`config.mk`:
```
export PLATFORM = sky130hd
export DESIGN_NAME = urv_muldiv_seq
export DESIGN_NICKNAME = d
export VERILOG_FILES = /design/src/rtl/urv_muldiv_seq.sv
export SDC_FILE = /design/constraint.sdc
export NUM_CORES = 1
export LEC_CHECK = 0
export BUFFER_PORTS_ARGS = -buffer_cell sky130_fd_sc_hd__buf_2
export CELL_PAD_IN_SITES_DETAIL_PLACEMENT = 1
export CELL_PAD_IN_SITES_GLOBAL_PLACEMENT = 1
export CORE_UTILIZATION = 50
export DETAILED_ROUTE_END_ITERATION = 10
export GPL_ROUTABILITY_DRIVEN = 0
export GPL_TIMING_DRIVEN = 0
export PLACE_DENSITY = 0.91
export REMOVE_ABC_BUFFERS = 1
export SETUP_SLACK_MARGIN = 0.2
export SLEW_MARGIN = 20
export SYNTH_ARGS = -nofsm -noshare
export SYNTH_HDL_FRONTEND = slang
export SYNTH_SLANG_ARGS = --single-unit
```
`constraint.sdc`:
```
create_clock -name clk_i -period 8.3 [get_ports clk_i]
set_clock_uncertainty 0.05 [all_clocks]
set_input_delay 0.415 -clock clk_i [delete_from_list [all_inputs] [get_ports clk_i]]
set_output_delay 0.415 -clock clk_i [all_outputs]
set_load 0.01 [all_outputs]
```
`src/rtl/urv_muldiv_seq.sv`:
```
// Iterative RV32M multiply/divide unit for the uRV execute stage; holds the stage via
// x_stall_req_o while a shared shift-add / restoring-divide datapath retires B bits per cycle.
module urv_muldiv_seq #(
  parameter int unsigned g_width          = 32,
  parameter int unsigned g_bits_per_cycle = 1,
  parameter int unsigned g_with_div       = 1
) (
  input  logic               clk_i,
  input  logic               rst_n_i,
  input  logic               x_stall_i,
  input  logic               x_kill_i,
  output logic               x_stall_req_o,
  input  logic               d_valid_i,
  input  logic               d_is_multiply_i,
  input  logic               d_is_divide_i,
  input  logic [2:0]         d_fun_i,
  input  logic [g_width-1:0] d_rs1_i,
  input  logic [g_width-1:0] d_rs2_i,
  output logic [g_width-1:0] x_rd_o,
  output logic               x_busy_o
);

  localparam int unsigned W     = g_width;
  localparam int unsigned B     = g_bits_per_cycle;
  localparam int unsigned N     = W / B;
  localparam int unsigned CW    = (N > 1) ? $clog2(N) : 1;
  localparam bit          DivEn = (g_with_div != 0);

  typedef enum logic [1:0] {StIdle, StBusy, StFix, StDone} state_e;

  state_e          r_state;
  logic [2:0]      r_fun;
  logic            r_neg1;
  logic            r_neg2;
  logic [W-1:0]    r_a;
  logic [W-1:0]    r_b;
  logic [2*W-1:0]  r_acc;
  logic [CW-1:0]   r_cnt;
  logic [W-1:0]    r_rd;
  logic            r_busy;

  logic            w_start;
  logic            w_start_div;
  logic            w_s1;
  logic            w_s2;
  logic            w_neg1;
  logic            w_neg2;
  logic [W-1:0]    w_abs1;
  logic [W-1:0]    w_abs2;
  logic            w_div_zero;
  logic            w_div_ovf;
  logic            w_fast;
  logic [W-1:0]    w_fast_rd;
  logic [W+B-1:0]  w_pp;
  logic [W+B-1:0]  w_sum;
  logic [W:0]      w_trial;
  logic [W-1:0]    w_rem;
  logic [W-1:0]    w_quo;
  logic [W-1:0]    w_dvd;
  logic [2*W-1:0]  w_acc_nxt;
  logic [W-1:0]    w_a_nxt;
  logic [W-1:0]    w_b_nxt;
  logic [2*W-1:0]  w_prod;
  logic [W-1:0]    w_quo_fix;
  logic [W-1:0]    w_rem_fix;
  logic [W-1:0]    w_sel;

  assign w_start = (r_state == StIdle) && d_valid_i && !x_kill_i &&
                   (d_is_multiply_i || (d_is_divide_i && DivEn));
  assign w_start_div = w_start && !d_is_multiply_i;

  // rs1 signed for MULH/MULHSU/DIV/REM, rs2 signed for MULH/DIV/REM
  assign w_s1 = (d_fun_i == 3'b001) || (d_fun_i == 3'b010) ||
                (d_fun_i == 3'b100) || (d_fun_i == 3'b110);
  assign w_s2 = (d_fun_i == 3'b001) || (d_fun_i == 3'b100) || (d_fun_i == 3'b110);
  assign w_neg1 = w_s1 && d_rs1_i[W-1];
  assign w_neg2 = w_s2 && d_rs2_i[W-1];
  assign w_abs1 = w_neg1 ? -d_rs1_i : d_rs1_i;
  assign w_abs2 = w_neg2 ? -d_rs2_i : d_rs2_i;

  assign w_div_zero = (d_rs2_i == '0);
  assign w_div_ovf  = !d_fun_i[0] && (d_rs1_i == {1'b1, {(W-1){1'b0}}}) && (d_rs2_i == '1);
  assign w_fast     = w_start_div && (w_div_zero || w_div_ovf);
  // Overflowed quotient equals the dividend (MIN); divide-by-zero remainder is the dividend
  assign w_fast_rd  = d_fun_i[1] ? (w_div_zero ? d_rs1_i : '0)
                                 : (w_div_zero ? '1 : d_rs1_i);

  always_comb begin
    w_pp    = '0;
    w_trial = '0;
    w_rem   = r_acc[2*W-1:W];
    w_quo   = r_acc[W-1:0];
    w_dvd   = r_a;
    for (int unsigned j = 0; j < B; j++) begin
      if (r_b[j]) w_pp = w_pp + ({{B{1'b0}}, r_a} << j);
    end
    w_sum = {{B{1'b0}}, r_acc[2*W-1:W]} + w_pp;
    for (int unsigned j = 0; j < B; j++) begin
      w_trial = {w_rem, w_dvd[W-1]};
      w_dvd   = w_dvd << 1;
      if (w_trial >= {1'b0, r_b}) begin
        w_rem = w_trial[W-1:0] - r_b;
        w_quo = {w_quo[W-2:0], 1'b1};
      end else begin
        w_rem = w_trial[W-1:0];
        w_quo = {w_quo[W-2:0], 1'b0};
      end
    end
  end

  always_comb begin
    w_acc_nxt = {w_sum, r_acc[W-1:B]};
    w_a_nxt   = r_a;
    w_b_nxt   = r_b >> B;
    if (DivEn && r_fun[2]) begin
      w_acc_nxt = {w_rem, w_quo};
      w_a_nxt   = w_dvd;
      w_b_nxt   = r_b;
    end
  end

  assign w_prod    = (r_neg1 ^ r_neg2) ? -r_acc : r_acc;
  assign w_quo_fix = (r_neg1 ^ r_neg2) ? -r_acc[W-1:0] : r_acc[W-1:0];
  assign w_rem_fix = r_neg1 ? -r_acc[2*W-1:W] : r_acc[2*W-1:W];

  always_comb begin
    w_sel = '0;
    unique case (r_fun)
      3'b000:                 w_sel = w_prod[W-1:0];
      3'b001, 3'b010, 3'b011: w_sel = w_prod[2*W-1:W];
      3'b100, 3'b101:         w_sel = w_quo_fix;
      default:                w_sel = w_rem_fix;
    endcase
  end

  assign x_stall_req_o = rst_n_i && !x_kill_i &&
                         (w_start || (r_state == StBusy) || (r_state == StFix));
  assign x_rd_o   = r_rd;
  assign x_busy_o = r_busy;

  always_ff @(posedge clk_i or negedge rst_n_i) begin
    if (!rst_n_i) begin
      r_state <= StIdle;
      r_fun   <= '0;
      r_neg1  <= 1'b0;
      r_neg2  <= 1'b0;
      r_a     <= '0;
      r_b     <= '0;
      r_acc   <= '0;
      r_cnt   <= '0;
      r_rd    <= '0;
      r_busy  <= 1'b0;
    end else if (x_kill_i) begin
      r_state <= StIdle;
      r_busy  <= 1'b0;
    end else begin
      case (r_state)
        StIdle: begin
          if (w_start) begin
            r_fun  <= d_fun_i;
            r_neg1 <= w_neg1;
            r_neg2 <= w_neg2;
            r_a    <= w_abs1;
            r_b    <= w_abs2;
            r_acc  <= '0;
            r_cnt  <= '0;
            r_busy <= 1'b1;
            if (w_fast) begin
              r_rd    <= w_fast_rd;
              r_state <= StDone;
            end else begin
              r_state <= StBusy;
            end
          end else if (d_valid_i && d_is_divide_i && !d_is_multiply_i && !DivEn) begin
            r_rd <= '0;
          end
        end
        StBusy: begin
          r_acc <= w_acc_nxt;
          r_a   <= w_a_nxt;
          r_b   <= w_b_nxt;
          r_cnt <= r_cnt + CW'(1);
          if (r_cnt == CW'(N - 1)) r_state <= StFix;
        end
        StFix: begin
          r_rd    <= w_sel;
          r_state <= StDone;
        end
        default: begin
          if (!x_stall_i) begin
            r_state <= StIdle;
            r_busy  <= 1'b0;
          end
        end
      endcase
    end
  end

endmodule

```
==> impl_results.md <==
- Synth top area cells: dfrtp_1 27%, o21ai_0 6.0%, ha_1 6.0%, a21oi_1 5.9%, xor2_1 5.4%
- Avg Vias per Cell: 6.57
- Reg-to-Reg Start: r_acc[39]$_DFFE_PN0P_
- First-pass GRT wire length: 90.1 mm
- H-tree levels: 4
- Mean Syn Cell Area: 7.82 um^2
- Die width: 180 um
- 1st-iter DRT viols: 1,117
- Largest net degree at the start of global routing: 69
- Hold path cells: 2
- Crit path cell chain: ha_1 -> and3_1 -> o21ai_0 -> a21boi_0 -> o21ai_0 -> o22a_1 -> o21ba_2 -> o221ai_4 -> buf_16 -> mux2_2 -> a2111oi_0 -> a21o_1
- Worst-margin pin slew: 1.22 ns
- R2R Setup Slk: 3.55 ns
- Fin crit period: 4.75 ns
- Routed WL: 56.3 mm
- Fin crit share: 0.572
- CTS Buf Count: 17
- Antenna diodes: 0
- HPWL after DPL: 41.9 mm
- Pwr/cell area: 438 mW/mm^2
- Seq cells post-synth: 173
- TritonCTS clock tree: yes
- Global router's overall resource usage: 0.347
- Required @ worst endpoint: 8.66 ns
- Die area: 0.0325 mm^2
- Worst path most repeated cell: o21ai_0
- Core area: 0.0309 mm^2
- CTS clk-pin slew, worst paths: 0.07 ns
- Area grow syn2layout: 9.66%
- Setup bufs post-CTS: 0
- Synth Flop Type: dfrtp_1
- P_leak: 7.71 nW
- Max Cap Viol: 0
- Status: finished clean
- Fmax: 211 MHz
- Final Max Tran Viols: 0
- Top delay family on crit path: compound AO/OA/AOI/OAI gates
- Layout cells sized above 1: 0.101
- Wire per inst: 22.9 um
- Clock Tree Buf Depth: 2
- Grt total ovfl: 0
- Seq/Total Area, Yosys: 0.273
- Post-synth ARST share: 1.00
- Max VDD drop: 0.000190 V
- Later-pin clock latency in the skew report: 0.46 ns
- RSZ-0062 raised after global routing: no
- Vias in the first global route: 16,900
- Die height: 180 um
- EDFF count, synth: 0
- Hold WS: 0.201 ns
- Slew margin rel.: 0.185
- WP data arrival: 5.10 ns
- Initial Util: 0.513
- Most frequent cells in the layout: 220 x nand2_1, 191 x o21ai_0, 188 x a21oi_1
- Max incr delay on CP: 0.81 ns
- Count of distinct cell types in the synthesized netlist: 83
- Hold endpoint: x_busy_o$_DFFE_PN0P_
- Critical Path Start Type: flop
- Top-area cell type share of the netlist area: 0.273
- Post-Syn Area: 0.0159 mm^2
- DRC: 0
- Setup_tns: 0 ns
- Worst path buffer plus inverter count: 1
- Hold wc startpoint: x_kill_i
- Crit. End Element: flop
- Clock sinks: 173
- Reg-to-reg critical path endpoint: r_acc[32]$_DFFE_PN0P_
- R2R depth: 12
- Area leader, netlist: dfrtp_1
- Final setup viols: 0
- Slowest CP cell: dfrtp_1
- Syn Inst Count: 2,030
- DR pass1 iterations: 5
- CTS root buf: clkbuf_16
- Commonest non-fill, non-tap cell in the layout: nand2_1
- # IOs: 108
- Synth warn: 0
- I/O Buffers: 107
- Final ANT Viol Nets: 0
- Layout Nets: 2,197
- Crit Path Category: reg2reg
- Row count: 64
- Final Hold Vio Count: 0
- Type of the most critical hold path: in2reg
- DR vias: 16,100
- Fin util: 0.563
- Initial antenna violation count: 0
- Worst Path Max Fanout: 24
## what timing repair did
action                                 in CTS  in global routing
endpoints found under the hold margin      50                  0
hold buffers                                1                  0
resized for setup                           0                  0
## state kept, by name, indices dropped and copies added, names as in the netlist
name / flops
r_a: 32
r_fun: 3
r_state: 2
r_acc: 64
r_b: 32
r_cnt: 5
r_neg2: 1
x_rd_o: 32
x_busy_o: 1
r_neg1: 1
## synthesized netlist by cell type, drive strengths merged (16+ instances only)
master and number:
o21ai 224, nand2 221, a21oi 188, dfrtp 173
nor2 156, clkbuf 112, xor2 97, xnor2 85
ha 76, inv 68, mux2i 56, o31ai 55
a21o 40, or3 39, and2 35, nor3 31
o221ai 31, maj3 28, nand3 23, o22ai 22
a22oi 19, nor4 19, or4 17, buf 16
## power by group
| group | switching (mW) | internal (mW) | total (mW) |
|---|---|---|---|
| Sequential | 0.550 | 1.13 | 1.68 |
| Clock | 0.383 | 0.423 | 0.806 |
| Combinational | 3.15 | 1.98 | 5.13 |
## routing by layer
| metal | global-route usage | routed length [um] |
|---|---|---|
| met3 | 0.0530 | 3100 |
| met5 | 0 | 0 |
| met2 | 0.595 | 27300 |
| met1 | 0.417 | 23200 |
| met4 | 0.194 | 2690 |
## final cells by class
cell class / instances / area [um^2]
clock inverter: 12 / 113
fill: 3825 / 13500
clock buffer: 20 / 447
multi-input combinational: 1661 / 10900
timing repair buffer: 124 / 900
inverter: 68 / 255
sequential: 173 / 4330
tap: 396 / 495
## kinds of logic (layout without fill, tap and decap cells)
logic type                 count (synthesis)  in the layout  share of synthesized area
AOI/OAI and AO/OA                        686            686                      0.265
xor gates and xnor gates                 182            182                      0.100
adders and majority gates                106            106                     0.0801
buffers and inverters                    196            224                     0.0503
DFF                                      173            173                      0.273
muxes                                     66             66                     0.0424
and+or+nand+nor                          621            621                      0.189
## per-stage QoR
step	instance area [um^2]	cells	setup slack (ns)	total power, mW
finish	17400	2454	3.55	7.62
global route	17400	2454	3.32	8.08
CTS	17400	2454	3.66	7.48
detailed placement	16800	2421	3.70	6.61
global placement	16400	2405	-3.00	6.22
floorplan	15300	1902	1.36	5.01
## worst max path at each step
stage	slack, ns	from	cells after the start	to
CTS	3.66	r_acc[39]$_DFFE_PN0P_	12	r_acc[32]$_DFFE_PN0P_
floorplan	1.36	r_state[1]$_DFFE_PN0P_	7	r_acc[63]$_DFFE_PN0P_
detailed placement	3.70	r_b[0]$_DFFE_PN0P_	14	r_acc[59]$_DFFE_PN0P_
finish	3.55	r_acc[39]$_DFFE_PN0P_	12	r_acc[32]$_DFFE_PN0P_
global route	3.32	r_acc[39]$_DFFE_PN0P_	12	r_acc[32]$_DFFE_PN0P_
global placement	-3.00	r_state[1]$_DFFE_PN0P_	11	r_acc[60]$_DFFE_PN0P_
Note: power is estimated with default switching activity, not from simulation.
